$ cat src/rtl/pipeline_hazard_controller_if.sv
// Purpose: bundles the hazard inputs and the STALL/CLEAR outputs between the
//   five-stage pipeline and its central hazard controller.
// Latency: wires only. Backpressure: none; STALL lines are the pipeline's own hold.
// Ports: decode rs1/rs2, execute rd/write-enable/load code, branch taken, memory
//   access, cache ready lines (pipeline -> controller); five STALLs and two CLEARs
//   (controller -> pipeline). Statistics counters exist only with HAZARD_STATS_EN.
// modport master: the controller; modport slave: the pipeline.
interface pipeline_hazard_controller_if;
  logic [4:0]  DEC_RS1_ADDRESS;
  logic [4:0]  DEC_RS2_ADDRESS;
  logic [4:0]  EX_RD_ADDRESS;
  logic        EX_RD_WRITE_ENABLE;
  logic [2:0]  EX_DATA_CACHE_LOAD;
  logic        BRANCH_TAKEN;
  logic        MEM_ACCESS;
  logic        DATA_CACHE_READY;
  logic        INS_CACHE_READY;
  logic        STALL_PROGRAME_COUNTER_STAGE;
  logic        STALL_INSTRUCTION_FETCH_STAGE;
  logic        CLEAR_INSTRUCTION_FETCH_STAGE;
  logic        STALL_DECODING_STAGE;
  logic        CLEAR_DECODING_STAGE;
  logic        STALL_EXECUTION_STAGE;
  logic        STALL_MEMORY_STAGE;
`ifdef HAZARD_STATS_EN
  logic [31:0] STALL_CYCLE_COUNT;
  logic [31:0] FLUSH_COUNT;
`endif

  modport master (
    input  DEC_RS1_ADDRESS, DEC_RS2_ADDRESS, EX_RD_ADDRESS, EX_RD_WRITE_ENABLE,
           EX_DATA_CACHE_LOAD, BRANCH_TAKEN, MEM_ACCESS, DATA_CACHE_READY,
           INS_CACHE_READY,
`ifdef HAZARD_STATS_EN
    output STALL_CYCLE_COUNT, FLUSH_COUNT,
`endif
    output STALL_PROGRAME_COUNTER_STAGE, STALL_INSTRUCTION_FETCH_STAGE,
           CLEAR_INSTRUCTION_FETCH_STAGE, STALL_DECODING_STAGE,
           CLEAR_DECODING_STAGE, STALL_EXECUTION_STAGE, STALL_MEMORY_STAGE
  );

  modport slave (
    output DEC_RS1_ADDRESS, DEC_RS2_ADDRESS, EX_RD_ADDRESS, EX_RD_WRITE_ENABLE,
           EX_DATA_CACHE_LOAD, BRANCH_TAKEN, MEM_ACCESS, DATA_CACHE_READY,
           INS_CACHE_READY,
`ifdef HAZARD_STATS_EN
    input  STALL_CYCLE_COUNT, FLUSH_COUNT,
`endif
    input  STALL_PROGRAME_COUNTER_STAGE, STALL_INSTRUCTION_FETCH_STAGE,
           CLEAR_INSTRUCTION_FETCH_STAGE, STALL_DECODING_STAGE,
           CLEAR_DECODING_STAGE, STALL_EXECUTION_STAGE, STALL_MEMORY_STAGE
  );
endinterface

$ cat src/rtl/pipeline_hazard_controller.sv
// Purpose: central stall/flush scheduler resolving load-use, branch and cache-miss hazards.
// Latency: outputs are combinational from state, bubble counter and current inputs (0 cycles).
// Backpressure: a data miss holds all five stages until DATA_CACHE_READY; i-miss holds PC.
// Ports: CLK, RST (async, active-high) plus the master side of pipeline_hazard_controller_if.
// Optional: define HAZARD_STATS_EN to add STALL_CYCLE_COUNT and FLUSH_COUNT (saturating).
module pipeline_hazard_controller #(
  parameter int unsigned LOAD_USE_BUBBLES = 1,
  parameter logic        HIGH             = 1'b1,
  parameter logic        LOW              = 1'b0
) (
  input  logic                                CLK,
  input  logic                                RST,
  pipeline_hazard_controller_if.master        hz
);

  typedef enum logic [1:0] {ST_RUN, ST_LOAD_BUBBLE, ST_DATA_WAIT} state_e;

  localparam logic [1:0] CNT_LOAD = 2'(LOAD_USE_BUBBLES - 1);

  state_e     state_q, state_d, ret_q, ret_d, eval_state;
  logic [1:0] cnt_q, cnt_d;

  logic lu, dm, im;
  logic stall_pc, stall_if, clear_if, stall_dec, clear_dec, stall_ex, stall_mem;
  logic flush;

  assign lu = (hz.EX_DATA_CACHE_LOAD != 3'b000) && hz.EX_RD_WRITE_ENABLE &&
              (hz.EX_RD_ADDRESS != 5'd0) &&
              ((hz.EX_RD_ADDRESS == hz.DEC_RS1_ADDRESS) ||
               (hz.EX_RD_ADDRESS == hz.DEC_RS2_ADDRESS));
  assign dm = hz.MEM_ACCESS && !hz.DATA_CACHE_READY;
  assign im = !hz.INS_CACHE_READY;

  always_comb begin
    state_d    = state_q;
    ret_d      = ret_q;
    cnt_d      = cnt_q;
    stall_pc   = 1'b0;
    stall_if   = 1'b0;
    clear_if   = 1'b0;
    stall_dec  = 1'b0;
    clear_dec  = 1'b0;
    stall_ex   = 1'b0;
    stall_mem  = 1'b0;
    flush      = 1'b0;
    eval_state = state_q;

    // In the ready cycle the wait dissolves and the return state runs as if
    // it had been current all along, so a resumed bubble sequence loses no cycle.
    if (state_q == ST_DATA_WAIT) begin
      if (hz.DATA_CACHE_READY) begin
        eval_state = ret_q;
      end else begin
        {stall_pc, stall_if, stall_dec, stall_ex, stall_mem} = 5'b11111;
      end
    end

    case (eval_state)
      ST_RUN: begin
        state_d = ST_RUN;
        if (dm) begin
          {stall_pc, stall_if, stall_dec, stall_ex, stall_mem} = 5'b11111;
          state_d = ST_DATA_WAIT;
          ret_d   = ST_RUN;
        end else if (hz.BRANCH_TAKEN) begin
          clear_if  = 1'b1;
          clear_dec = 1'b1;
          flush     = 1'b1;
        end else if (lu) begin
          stall_pc  = 1'b1;
          stall_if  = 1'b1;
          clear_dec = 1'b1;
          cnt_d     = CNT_LOAD;
          if (CNT_LOAD != 2'd0) state_d = ST_LOAD_BUBBLE;
        end else if (im) begin
          stall_pc = 1'b1;
          clear_if = 1'b1;
        end
      end
      ST_LOAD_BUBBLE: begin
        state_d = ST_LOAD_BUBBLE;
        if (dm) begin
          // Counter frozen so the remaining bubbles resume after the miss.
          {stall_pc, stall_if, stall_dec, stall_ex, stall_mem} = 5'b11111;
          state_d = ST_DATA_WAIT;
          ret_d   = ST_LOAD_BUBBLE;
        end else if (hz.BRANCH_TAKEN) begin
          clear_if  = 1'b1;
          clear_dec = 1'b1;
          flush     = 1'b1;
          cnt_d     = 2'd0;
          state_d   = ST_RUN;
        end else begin
          stall_pc  = 1'b1;
          stall_if  = 1'b1;
          clear_dec = 1'b1;
          if (cnt_q != 2'd0) cnt_d = cnt_q - 2'd1;
          if (cnt_q <= 2'd1) state_d = ST_RUN;
        end
      end
      default: ;  // data wait, cache not ready: full stall set above
    endcase
  end

  always_ff @(posedge CLK or posedge RST) begin
    if (RST) begin
      state_q <= ST_RUN;
      ret_q   <= ST_RUN;
      cnt_q   <= 2'd0;
    end else begin
      state_q <= state_d;
      ret_q   <= ret_d;
      cnt_q   <= cnt_d;
    end
  end

  // While in reset the pipeline is held flushed: CLEARs high, STALLs low.
  assign hz.STALL_PROGRAME_COUNTER_STAGE  = (!RST && stall_pc)  ? HIGH : LOW;
  assign hz.STALL_INSTRUCTION_FETCH_STAGE = (!RST && stall_if)  ? HIGH : LOW;
  assign hz.STALL_DECODING_STAGE          = (!RST && stall_dec) ? HIGH : LOW;
  assign hz.STALL_EXECUTION_STAGE         = (!RST && stall_ex)  ? HIGH : LOW;
  assign hz.STALL_MEMORY_STAGE            = (!RST && stall_mem) ? HIGH : LOW;
  assign hz.CLEAR_INSTRUCTION_FETCH_STAGE = (RST || clear_if)   ? HIGH : LOW;
  assign hz.CLEAR_DECODING_STAGE          = (RST || clear_dec)  ? HIGH : LOW;

`ifdef HAZARD_STATS_EN
  logic [31:0] stall_cnt_q, flush_cnt_q;

  always_ff @(posedge CLK or posedge RST) begin
    if (RST) begin
      stall_cnt_q <= 32'd0;
      flush_cnt_q <= 32'd0;
    end else begin
      if (stall_pc && (stall_cnt_q != 32'hFFFF_FFFF)) stall_cnt_q <= stall_cnt_q + 32'd1;
      if (flush && (flush_cnt_q != 32'hFFFF_FFFF))    flush_cnt_q <= flush_cnt_q + 32'd1;
    end
  end

  assign hz.STALL_CYCLE_COUNT = stall_cnt_q;
  assign hz.FLUSH_COUNT       = flush_cnt_q;
`endif

endmodule

$ cat src/flat_wrapper.sv
// flat-port wrapper written by rule: the top's interface ports become plain ports
module pipeline_hazard_controller_flat 
#(
  parameter int unsigned LOAD_USE_BUBBLES = 1,
  parameter logic        HIGH             = 1'b1,
  parameter logic        LOW              = 1'b0
)
  (CLK, RST, hz_DEC_RS1_ADDRESS, hz_DEC_RS2_ADDRESS, hz_EX_RD_ADDRESS, hz_EX_RD_WRITE_ENABLE, hz_EX_DATA_CACHE_LOAD, hz_BRANCH_TAKEN, hz_MEM_ACCESS, hz_DATA_CACHE_READY, hz_INS_CACHE_READY, hz_STALL_PROGRAME_COUNTER_STAGE, hz_STALL_INSTRUCTION_FETCH_STAGE, hz_CLEAR_INSTRUCTION_FETCH_STAGE, hz_STALL_DECODING_STAGE, hz_CLEAR_DECODING_STAGE, hz_STALL_EXECUTION_STAGE, hz_STALL_MEMORY_STAGE);
  pipeline_hazard_controller_if hz_i ();
  input  logic CLK;
  input  logic RST;
  input wire logic [$bits(hz_i.DEC_RS1_ADDRESS)-1:0] hz_DEC_RS1_ADDRESS;
  input wire logic [$bits(hz_i.DEC_RS2_ADDRESS)-1:0] hz_DEC_RS2_ADDRESS;
  input wire logic [$bits(hz_i.EX_RD_ADDRESS)-1:0] hz_EX_RD_ADDRESS;
  input wire logic [$bits(hz_i.EX_RD_WRITE_ENABLE)-1:0] hz_EX_RD_WRITE_ENABLE;
  input wire logic [$bits(hz_i.EX_DATA_CACHE_LOAD)-1:0] hz_EX_DATA_CACHE_LOAD;
  input wire logic [$bits(hz_i.BRANCH_TAKEN)-1:0] hz_BRANCH_TAKEN;
  input wire logic [$bits(hz_i.MEM_ACCESS)-1:0] hz_MEM_ACCESS;
  input wire logic [$bits(hz_i.DATA_CACHE_READY)-1:0] hz_DATA_CACHE_READY;
  input wire logic [$bits(hz_i.INS_CACHE_READY)-1:0] hz_INS_CACHE_READY;
  output wire logic [$bits(hz_i.STALL_PROGRAME_COUNTER_STAGE)-1:0] hz_STALL_PROGRAME_COUNTER_STAGE;
  output wire logic [$bits(hz_i.STALL_INSTRUCTION_FETCH_STAGE)-1:0] hz_STALL_INSTRUCTION_FETCH_STAGE;
  output wire logic [$bits(hz_i.CLEAR_INSTRUCTION_FETCH_STAGE)-1:0] hz_CLEAR_INSTRUCTION_FETCH_STAGE;
  output wire logic [$bits(hz_i.STALL_DECODING_STAGE)-1:0] hz_STALL_DECODING_STAGE;
  output wire logic [$bits(hz_i.CLEAR_DECODING_STAGE)-1:0] hz_CLEAR_DECODING_STAGE;
  output wire logic [$bits(hz_i.STALL_EXECUTION_STAGE)-1:0] hz_STALL_EXECUTION_STAGE;
  output wire logic [$bits(hz_i.STALL_MEMORY_STAGE)-1:0] hz_STALL_MEMORY_STAGE;
  assign hz_i.DEC_RS1_ADDRESS = hz_DEC_RS1_ADDRESS;
  assign hz_i.DEC_RS2_ADDRESS = hz_DEC_RS2_ADDRESS;
  assign hz_i.EX_RD_ADDRESS = hz_EX_RD_ADDRESS;
  assign hz_i.EX_RD_WRITE_ENABLE = hz_EX_RD_WRITE_ENABLE;
  assign hz_i.EX_DATA_CACHE_LOAD = hz_EX_DATA_CACHE_LOAD;
  assign hz_i.BRANCH_TAKEN = hz_BRANCH_TAKEN;
  assign hz_i.MEM_ACCESS = hz_MEM_ACCESS;
  assign hz_i.DATA_CACHE_READY = hz_DATA_CACHE_READY;
  assign hz_i.INS_CACHE_READY = hz_INS_CACHE_READY;
  assign hz_STALL_PROGRAME_COUNTER_STAGE = hz_i.STALL_PROGRAME_COUNTER_STAGE;
  assign hz_STALL_INSTRUCTION_FETCH_STAGE = hz_i.STALL_INSTRUCTION_FETCH_STAGE;
  assign hz_CLEAR_INSTRUCTION_FETCH_STAGE = hz_i.CLEAR_INSTRUCTION_FETCH_STAGE;
  assign hz_STALL_DECODING_STAGE = hz_i.STALL_DECODING_STAGE;
  assign hz_CLEAR_DECODING_STAGE = hz_i.CLEAR_DECODING_STAGE;
  assign hz_STALL_EXECUTION_STAGE = hz_i.STALL_EXECUTION_STAGE;
  assign hz_STALL_MEMORY_STAGE = hz_i.STALL_MEMORY_STAGE;
  pipeline_hazard_controller #(.LOAD_USE_BUBBLES(LOAD_USE_BUBBLES), .HIGH(HIGH), .LOW(LOW)) u_core (.CLK(CLK), .RST(RST), .hz(hz_i));
endmodule
$ cat config.mk
export PLATFORM = sky130hd
export DESIGN_NAME = pipeline_hazard_controller_flat
export DESIGN_NICKNAME = d
export VERILOG_FILES = /design/src/rtl/pipeline_hazard_controller_if.sv /design/src/rtl/pipeline_hazard_controller.sv /design/src/flat_wrapper.sv
export SDC_FILE = /design/constraint.sdc
export NUM_CORES = 1
export LEC_CHECK = 0
export BUFFER_PORTS_ARGS = -buffer_cell sky130_fd_sc_hd__clkbuf_2
export CAP_MARGIN = 20
export CORE_MARGIN = 5
export CORE_UTILIZATION = 43
export CTS_CLUSTER_SIZE = 25
export DETAILED_ROUTE_END_ITERATION = 7
export PLACE_DENSITY = 0.8
export SKIP_CTS_REPAIR_TIMING = 1
export SLEW_MARGIN = 10
export SYNTH_ARGS = -nofsm -noshare
export SYNTH_HDL_FRONTEND = slang
export SYNTH_SLANG_ARGS = --single-unit
$ cat constraint.sdc
create_clock -name CLK -period 2.3 [get_ports CLK]
set_input_delay 0.345 -clock CLK [delete_from_list [all_inputs] [get_ports CLK]]
set_output_delay 0.345 -clock CLK [all_outputs]
set_load 0.005 [all_outputs]
==> results.cfg <==
[status]
outcome = completed

[global_route]
grt_pass1_wl_um = 2221
grt_pass1_vias = 562
grt_antenna_before_repair = 0
grt_max_degree = 9
grt_usage_pct = 13.95
overflow = 0

[route]
met2_length_um = 703
vias = 602
viasPerCell = 5.017
wl_met1_um = 534
antenna_left = 0
routed_wl_um = 1337
first_pass_iters = 4
wl_met3_um = 82
wl_per_cell_um = 11.14
drc_errors = 0
dr.first_iter.drc_count = 3
highest_layer = met4

[timing]
worst_pin_slew_ns = 0.4669
slew_viol_final = 0
tns_ns = 0
relSlewSlack_pct = 68.38
setup_violations = 0
min_period_ns = 2.102
fin_crit_sh_pct = 91.40
rsz0062_at_grt = false
hold_viol_final = 0
timing.fmax_mhz = 475.7
skew_ns = 0.001519

[cells_and_area]
layout-drive-gt1-share_pct = 42.86
syn_to_final_growth_pct = 31.69
n_antenna_cell = 0
num-fill-cells = 133
final_common_cell = clkbuf_2
layout.nets = 133
layout_common_cells = 31 x clkbuf_2, 7 x nand2_1, 6 x inv_1, 6 x xor2_1

[logic_synthesis]
ys_warn_count = 0
synth_top_cell_by_area = dfrtp_1
ys_seq_elements = 5
synth.area.top_cells = dfrtp_1 21%, xor2_1 9.0%, xnor2_1 6.0%, nand2_1 4.5%, ha_1 4.3%
yosys.area.top_type_share_pct = 21.41
synth_area_um2 = 584.3
netlist_instances = 72
syn_avg_cell_area_um2 = 8.115
yosysSeqAreaShare_pct = 21.41
synthesis.nets = 99
ys_types = 29

[clock_tree]
ctsLongestPathBuffers = 2
insertion_delay_ns = 0.24
root_buffer = clkbuf_4
cts_sinks = 5
cts_max_level = 1
clk_pin_slew_ns = 0.04
cts_tree = built
cts_buffers = 3

[critical_path]
max_stage_delay_ns = 0.44
slowest_stage = dfrtp_1
end_kind = primary output
path_cells = nand2b_1 > a21oi_1 > inv_1 > o41ai_1 > clkbuf_2
required_ns = 1.96
crit_fanout = 7
worst-setup-path-type = reg2out
critPathArrivalTime_ns = 1.76
start_kind = flop

[die]
die-height_um = 46.86
coreArea_um2 = 1301
rows = 13
die_w_um = 46.86
ios = 32
start_util_pct = 44.90
die_area_um2 = 2196

[place]
dp_hpwl_um = 1213
io_buffer_count = 31
gp_congestion = 0.7902

[pwr]
ir_worst_vdd_mv = 0.2421
p_clk_share_pct = 34.0
intPower_uw = 203.4
leakagePower_nw = 0.3763
pwr-share-comb_pct = 32.5
p_sw_share_pct = 29.17
seqPwrFrac_pct = 33.5
finalPower_uw = 287.2
p_per_area_nw_per_um2 = 373.2
p_sw_uw = 83.78

[run]
drv_cap = 0

[hold_path]
min_path_type = in2async
[power by group through the flow]
stage / Sequential [mW] / Clock, mW / Combinational (mW)
after global routing: 0.0969 / 0.104 / 0.105
after global placement: 0.0971 / 0 / 0.0921
final: 0.0963 / 0.0975 / 0.0934
after CTS: 0.0961 / 0.103 / 0.0951
after floorplan: 0.0963 / 0 / 0.0533
after detailed placement: 0.0973 / 0 / 0.0945
[flip-flops by register name (all words and copies together) (netlist names)]
name / cells
u_core.cnt_q: 2
u_core.state_q: 2
u_core.ret_q: 1
[final timing paths]
kind                                    from                          endpoint  slack (ns)  depth (start not counted)
setup / recovery           u_core.state_q[0]  hz_CLEAR_INSTRUCTION_FETCH_STAGE        0.20                          5
hold / removal                           RST                   u_core.cnt_q[0]        0.01                          2
setup reg to reg           u_core.state_q[1]                   u_core.cnt_q[1]        0.55                          5
hold reg to reg              u_core.cnt_q[1]                 u_core.state_q[0]        0.54                          2
max in group asynchronous                RST                 u_core.state_q[0]        2.11                          2
min in group CLK             hz_BRANCH_TAKEN                 u_core.state_q[0]        0.51                          4
[area by class of cell]
class / instances / area [um2] / area share (%)
tap: 15 / 18.77 / 2.439
timing repair buffer: 31 / 155.1 / 20.16
clock buffer: 4 / 26.28 / 3.415
sequential: 5 / 125.1 / 16.26
multi-input combinational: 59 / 421.7 / 54.80
inverter: 6 / 22.52 / 2.927
[cells in the mapped netlist]
cell type,count
a21boi_0,1
a21oi_1,4
a21oi_4,1
a221oi_1,1
a31oi_1,1
a32oi_2,1
and2_2,1
buf_4,2
dfrtp_1,5
ha_1,2
inv_1,6
mux2_2,2
mux2_4,1
nand2_1,7
nand2b_1,2
nand3_1,3
nand3_2,1
nor2_1,5
nor2_2,1
nor2b_1,1
nor3_1,5
nor3_2,1
o21ai_0,3
o2bb2ai_1,1
o311ai_1,1
o41ai_1,1
or2b_2,2
xnor2_1,4
xor2_1,6
[critical path: cells and delay by family, from the launching register on]
family | cells | cell delay (ns)
flip-flops | 1 | 0.44
AND/OR/NAND/NOR | 1 | 0.17
buffers and inverters | 2 | 0.30
AO/OA/AOI/OAI | 2 | 0.62
[cells by family after synthesis]
group / synth area share (%)
flops: 21.41
xor+xnor: 14.99
simple gates: 26.55
buf+inv: 6.423
compound gates: 19.92
mux: 6.423
fa+ha+maj: 4.282
[stage by stage]
step / hold slack, ns / utilization, % / area [um2] / setup slack [ns] / cells
floorplan: 0.1375 / - / 584.3 / 0.6640 / 72
global placement: 0.2593 / 57.12 / 743.2 / 0.4010 / 116
detailed placement: 0.2598 / 57.12 / 743.2 / 0.3503 / 116
CTS: 0.003910 / 59.13 / 769.5 / 0.1972 / 120
global route: 0.03046 / 59.13 / 769.5 / 0.1159 / 120
finish: 0.009746 / 59.13 / 769.5 / 0.1977 / 120
[routing by layer]
layer / vias to the layer above / global-route usage, %
met1: 271 / 16.44
li1: 315 / -
met2: 14 / 25.20
met5: - / 0
met4: 0 / 6.630
met3: 2 / 1.149
Power figures use the tool's default switching activity.
